===== src/rtl/pipe_stage_reg.sv =====
// Pipeline stage register with stall/flush control and optional saturating
// stall/flush event counters (enabled by defining PIPE_STAGE_REG_PERF_CNT_EN).
module pipe_stage_reg #(
    parameter int DATA_W = 64,
    parameter int CTRL_W = 24,
    parameter int CNT_W  = 16
) (
    input  logic              clk,
    input  logic              rst,
    input  logic              in_valid,
    input  logic [CTRL_W-1:0] in_ctrl,
    input  logic [DATA_W-1:0] in_data,
    input  logic              stall,
    input  logic              flush,
    output logic              out_valid,
    output logic [CTRL_W-1:0] out_ctrl,
    output logic [DATA_W-1:0] out_data,
    output logic [CNT_W-1:0]  stall_cnt,
    output logic [CNT_W-1:0]  flush_cnt
);

    logic              vld_p1;
    logic [CTRL_W-1:0] ctrl_p1;
    logic [DATA_W-1:0] data_p1;

    // ---- stage p0 -> p1: priority rst > flush > stall > load ----
    // A bubble always carries a zero control bundle so it can never write
    // memory/registers or trigger createdump downstream.
    always_ff @(posedge clk) begin
        if (rst) begin
            vld_p1  <= 1'b0;
            ctrl_p1 <= '0;
            data_p1 <= '0;
        end else if (flush) begin
            vld_p1  <= 1'b0;
            ctrl_p1 <= '0;
        end else if (!stall) begin
            vld_p1  <= in_valid;
            ctrl_p1 <= in_valid ? in_ctrl : '0;
            data_p1 <= in_data;
        end
    end

    assign out_valid = vld_p1;
    assign out_ctrl  = ctrl_p1;
    assign out_data  = data_p1;

`ifdef PIPE_STAGE_REG_PERF_CNT_EN
    logic [CNT_W-1:0] stall_cnt_p1;
    logic [CNT_W-1:0] flush_cnt_p1;

    function automatic logic [CNT_W-1:0] sat_inc(input logic [CNT_W-1:0] v);
        return (&v) ? v : v + CNT_W'(1);
    endfunction

    // A stall overridden by a flush is not counted as a stall cycle.
    always_ff @(posedge clk) begin
        if (rst) begin
            stall_cnt_p1 <= '0;
            flush_cnt_p1 <= '0;
        end else begin
            if (flush)
                flush_cnt_p1 <= sat_inc(flush_cnt_p1);
            else if (stall)
                stall_cnt_p1 <= sat_inc(stall_cnt_p1);
        end
    end

    assign stall_cnt = stall_cnt_p1;
    assign flush_cnt = flush_cnt_p1;
`else
    assign stall_cnt = '0;
    assign flush_cnt = '0;
`endif

endmodule

===== config.mk =====
export PLATFORM = sky130hd
export DESIGN_NAME = pipe_stage_reg
export DESIGN_NICKNAME = d
export VERILOG_FILES = /design/src/rtl/pipe_stage_reg.sv
export SDC_FILE = /design/constraint.sdc
export NUM_CORES = 1
export LEC_CHECK = 0
export BUFFER_PORTS_ARGS = -buffer_cell sky130_fd_sc_hd__buf_4
export CORE_AREA = 2 2 107 99
export CTS_CLUSTER_SIZE = 16
export DETAILED_ROUTE_END_ITERATION = 8
export DIE_AREA = 0 0 109 101
export PLACE_DENSITY = 0.7
export SYNTH_ARGS = -nofsm -noshare
export SYNTH_HDL_FRONTEND = slang
export SYNTH_SLANG_ARGS = --single-unit

===== constraint.sdc =====
create_clock -name clk -period 1.1 [get_ports clk]
set_input_delay 0.055 -clock clk [delete_from_list [all_inputs] [get_ports clk]]
set_output_delay 0.055 -clock clk [all_outputs]
set_load 0.01 [all_outputs]

### Word-level counts from Yosys, hierarchy flattened

Cells that the tools add are included.

* output and inout bits: 121
* logic and storage cells: 8
* bits of input ports: 93
* bits in registers: 89

* bitwise logic cells: 2
* reduce and logical (&&, ||, !) cells: 2
* muxes and demuxes: 1

Operator list (number)
* $mux W24: 1
* $not A1 Y1: 2
* $reduce_and A2 Y1: 1
* $reduce_or A2 Y1: 1

### Depth between registers and ports, before layout

* word-level depth: 2
* depth in mapped cells: 5
* gate-level depth less buffers: 2

### Worst setup path after synthesis

No wires, ideal clock.

* path kind: input -> register
* start point: in flush
* end point: reg data_p1[10] (netlist: out_data[10])
* setup slack: 0.222 ns
* data required time: 1.030 ns
* arrival: 0.807 ns
* stages on the path: 4
* setup time: 0.070 ns
* cell sequence: buf_2 clkbuf_1 or3b_1 a21oi_1

* longest elaborated chain between the ends: 2

Ends and longest elaborated chain
* start, declared: RTL line 14 `input logic flush,`
* $not A1 Y1 (no source line)
* $reduce_and A2 Y1 (no source line)
* end signal, assigned: RTL line 40 `data_p1 <= in_data;`
* end, declared: RTL line 24 `logic [DATA_W-1:0] data_p1;`

Every way passes these cells.
A chain may end at the register's enable or synchronous reset.

### Final worst setup path

* start point: reg data_p1[62] (netlist: out_data[62])
* end point: out out_data[62]

RTL lines
* end, declared: RTL line 17 `output logic [DATA_W-1:0] out_data,`

No word-level cell between the ends.

==> flow_metrics.env <==
export IMPL_hp_start="in_data[19]"
export IMPL_htreeDepth=3
export IMPL_maxCapViolCount=0
export IMPL_hold_viol=0
export IMPL_wl_per_cell_um=13.75
export IMPL_detail_route_antenna_nets=0
export IMPL_fin_hold_ws_ns=0.04456
export IMPL_synth_cell_type_count=15
export IMPL_ys_seq_elements=89
export IMPL_use_met1_pct=21.35
export IMPL_skew_ns=0
export IMPL_grt_usage_pct=18.42
export IMPL_via_per_inst=4.856
export IMPL_max_stage_delay_ns=0.38
export IMPL_slowest_stage="dfxtp_1"
export IMPL_cp_start_kind="register"
export IMPL_ys_seq_area_share_pct=45.92
export IMPL_cts_tree="done"
export IMPL_timing_reg2reg_worst_path_depth=2
export IMPL_layout_commonest_cell="buf_4"
export IMPL_p_per_area_nw_per_um2=1192
export IMPL_cts_setup_buffers=0
export IMPL_synthAdderAreaFrac_pct=0
export IMPL_hold_depth=3
export IMPL_cp_end_kind="primary output"
export IMPL_nets=711
export IMPL_clock_root_buffer="clkbuf_8"
export IMPL_synthCells=435
export IMPL_fp_dieW_um=109
export IMPL_period_minus_slack_ns=0.9120
export IMPL_timing_final_ws_setup_ns=0.1880
export IMPL_drc=0
export IMPL_syn_to_final_growth_pct=45.08
export IMPL_synthTopCellsByArea="dfxtp_1, or3b_1, a21oi_1"
export IMPL_grt_use_met2_pct=30.53
export IMPL_top_usage_layer="met2"
export IMPL_fin_crit_sh_pct=82.91
export IMPL_synth_xor_area_share_pct=0
export IMPL_row_count=35
export IMPL_r2r_end="out_data[62]"
export IMPL_cts_buffers=9
export IMPL_postSynthAreaPerCell_um2=8.919
export IMPL_reg2reg_slack_ns=0.43
export IMPL_numClockSinks=89
export IMPL_dp_hpwl_um=7130
export IMPL_grt_overflow=0
export IMPL_layout_common_cells="buf_4, dfxtp_1, a21oi_1"
export IMPL_synthSimpleGateAreaFrac_pct=21.67
export IMPL_synth_top_family_by_area="simple AND/OR/NAND/NOR gates"
export IMPL_io_pins=214
export IMPL_antenna_found_initial=0
export IMPL_layout_drive_gt1_share_pct=33.76
export IMPL_clock_latency_ns=0.34
export IMPL_fin_setup_tns_ns=0
export IMPL_grt_setup_unrepaired="false"
export IMPL_place_congestion=0.7945
export IMPL_die_area_um2=11010
export IMPL_drv_slew=0
export IMPL_setup_viol=0
export IMPL_drt_total_wl_um=10330
export IMPL_p_leak_nw=2.399
export IMPL_critPathKind="register to primary output"
export IMPL_r2r_start="out_data[62]"
export IMPL_grt_pass1_wl_um=16020
export IMPL_initial_core_util_pct=39.03
export IMPL_fmax_ghz=1.096
export IMPL_worstPathCellList="buf_4"
export IMPL_hold_path_class="input pin to register"
export IMPL_grt_max_degree=48
export IMPL_drt_iter0_drc=141
export IMPL_status="finished, final reports clean"
export IMPL_min_to="out_data[19]"
export IMPL_synth_top_area_share_pct=45.92
export IMPL_peakVddDrop_mv=0.7898
export IMPL_critPathMaxFanout=2
export IMPL_crit_buf_inv=1
export IMPL_yosysWarnings=0
export IMPL_synth_mux_area_fraction_pct=0.2580
export IMPL_critical_path_top_delay_family="flip-flops"
export IMPL_clk_pin_slew_ns=0.09
export IMPL_dpl_instance_area_um2=5201
export IMPL_met3_usage_pct=6.787
export IMPL_diodes=0
export IMPL_critPathRequiredTime_ns=1.04
export IMPL_fin_area_um2=5629
export IMPL_core_area_um2=9941
export IMPL_post_place_ws_ns=0.03134
export IMPL_cts_buffer_depth=2
export IMPL_arrival_ns=0.86
export IMPL_yosysTopAreaCell="dfxtp_1"
export IMPL_drt_first_pass_iters=4
export IMPL_synth_compound_area_share_pct=19.61
export IMPL_grt_pass1_vias=3429
export IMPL_netlist_area_um2=3880
export IMPL_vias=3647
export IMPL_nFillCells=930
export IMPL_io_buffers=181
export IMPL_die_height_um=101
==> cells by family (layout without fill, tap and decap cells) <==
logic type             Yosys count  count (layout)
multiplexers                     1               1
buffers and inverters           78             234
AND/OR/NAND/NOR                114             114
flip-flops                      89              89
AO/OA/AOI/OAI                  152             152
other                            1              32
==> cell type report <==
cell class                      instances  area [um2]  area share [%]
Clock buffer                           13       148.9           2.645
Tap cell                              129       161.4           2.867
Sequential cell                        89        1782           31.65
Multi-Input combinational cell        299        1732           30.76
Timing Repair Buffer                  219        1767           31.38
Clock inverter                          2       38.79          0.6890
==> worst min-delay path: stages <==
cell and delay, ns:
buf_4 0.10, or3b_1 0.14, a21oi_1 0.05
==> Yosys cell counts <==
library cell,n
nand3b_1,24
or3b_2,2
mux2i_1,1
conb_1,1
clkbuf_1,32
or3b_1,62
buf_4,33
a21oi_1,88
o21ai_0,64
buf_6,8
dfxtp_1,89
or2_2,1
buf_2,5
nor2_1,1
nand2_1,24
==> through the flow <==
stage                     total power [mW]  cells  utilization, %
after detailed placement             4.524    712           52.32
after floorplan                      4.069    466               -
after global placement               4.503    712           52.32
after global routing                 7.060    751           56.63
after CTS                            6.806    751           56.63
final                                6.711    751           56.63
==> state kept, by name (all words and copies together), names as in the netlist <==
signal / count
out_data: 64
out_ctrl: 24
out_valid: 1
==> worst max path at each step <==
stage,start,end,slack (ns),cells past startpoint
3_3_place_gp,stall,out_data[49],0.08,4
2_1_floorplan,flush,out_data[10],0.22,4
5_1_grt,out_data[62],out_data[62],0.13,1
3_5_place_dp,stall,out_data[52],0.03,4
6_report,out_data[62],out_data[62],0.19,1
4_1_cts,out_data[62],out_data[62],0.16,1
==> what timing repair did <==
action                                  4_1_cts  5_1_grt
hold buffers                                 24        0
endpoints found under the setup margin        0        0
gates resized for setup                       0        0
hold endpoints to repair                     24        0
==> routing by layer <==
metal / wire length (um) / up-vias
li1: - / 1831
met1: 4156 / 1646
met2: 5062 / 150
met3: 888 / 20
met4: 224 / 0
met5: 0 / -
==> power by group <==
part           internal [mW]  switching, mW  total (mW)
registers               3.35         0.0631        3.41
clock network           1.11           1.09        2.20
logic                  0.606          0.501        1.11
total                   5.06           1.65        6.71
Note: power is estimated with default switching activity, not from simulation.
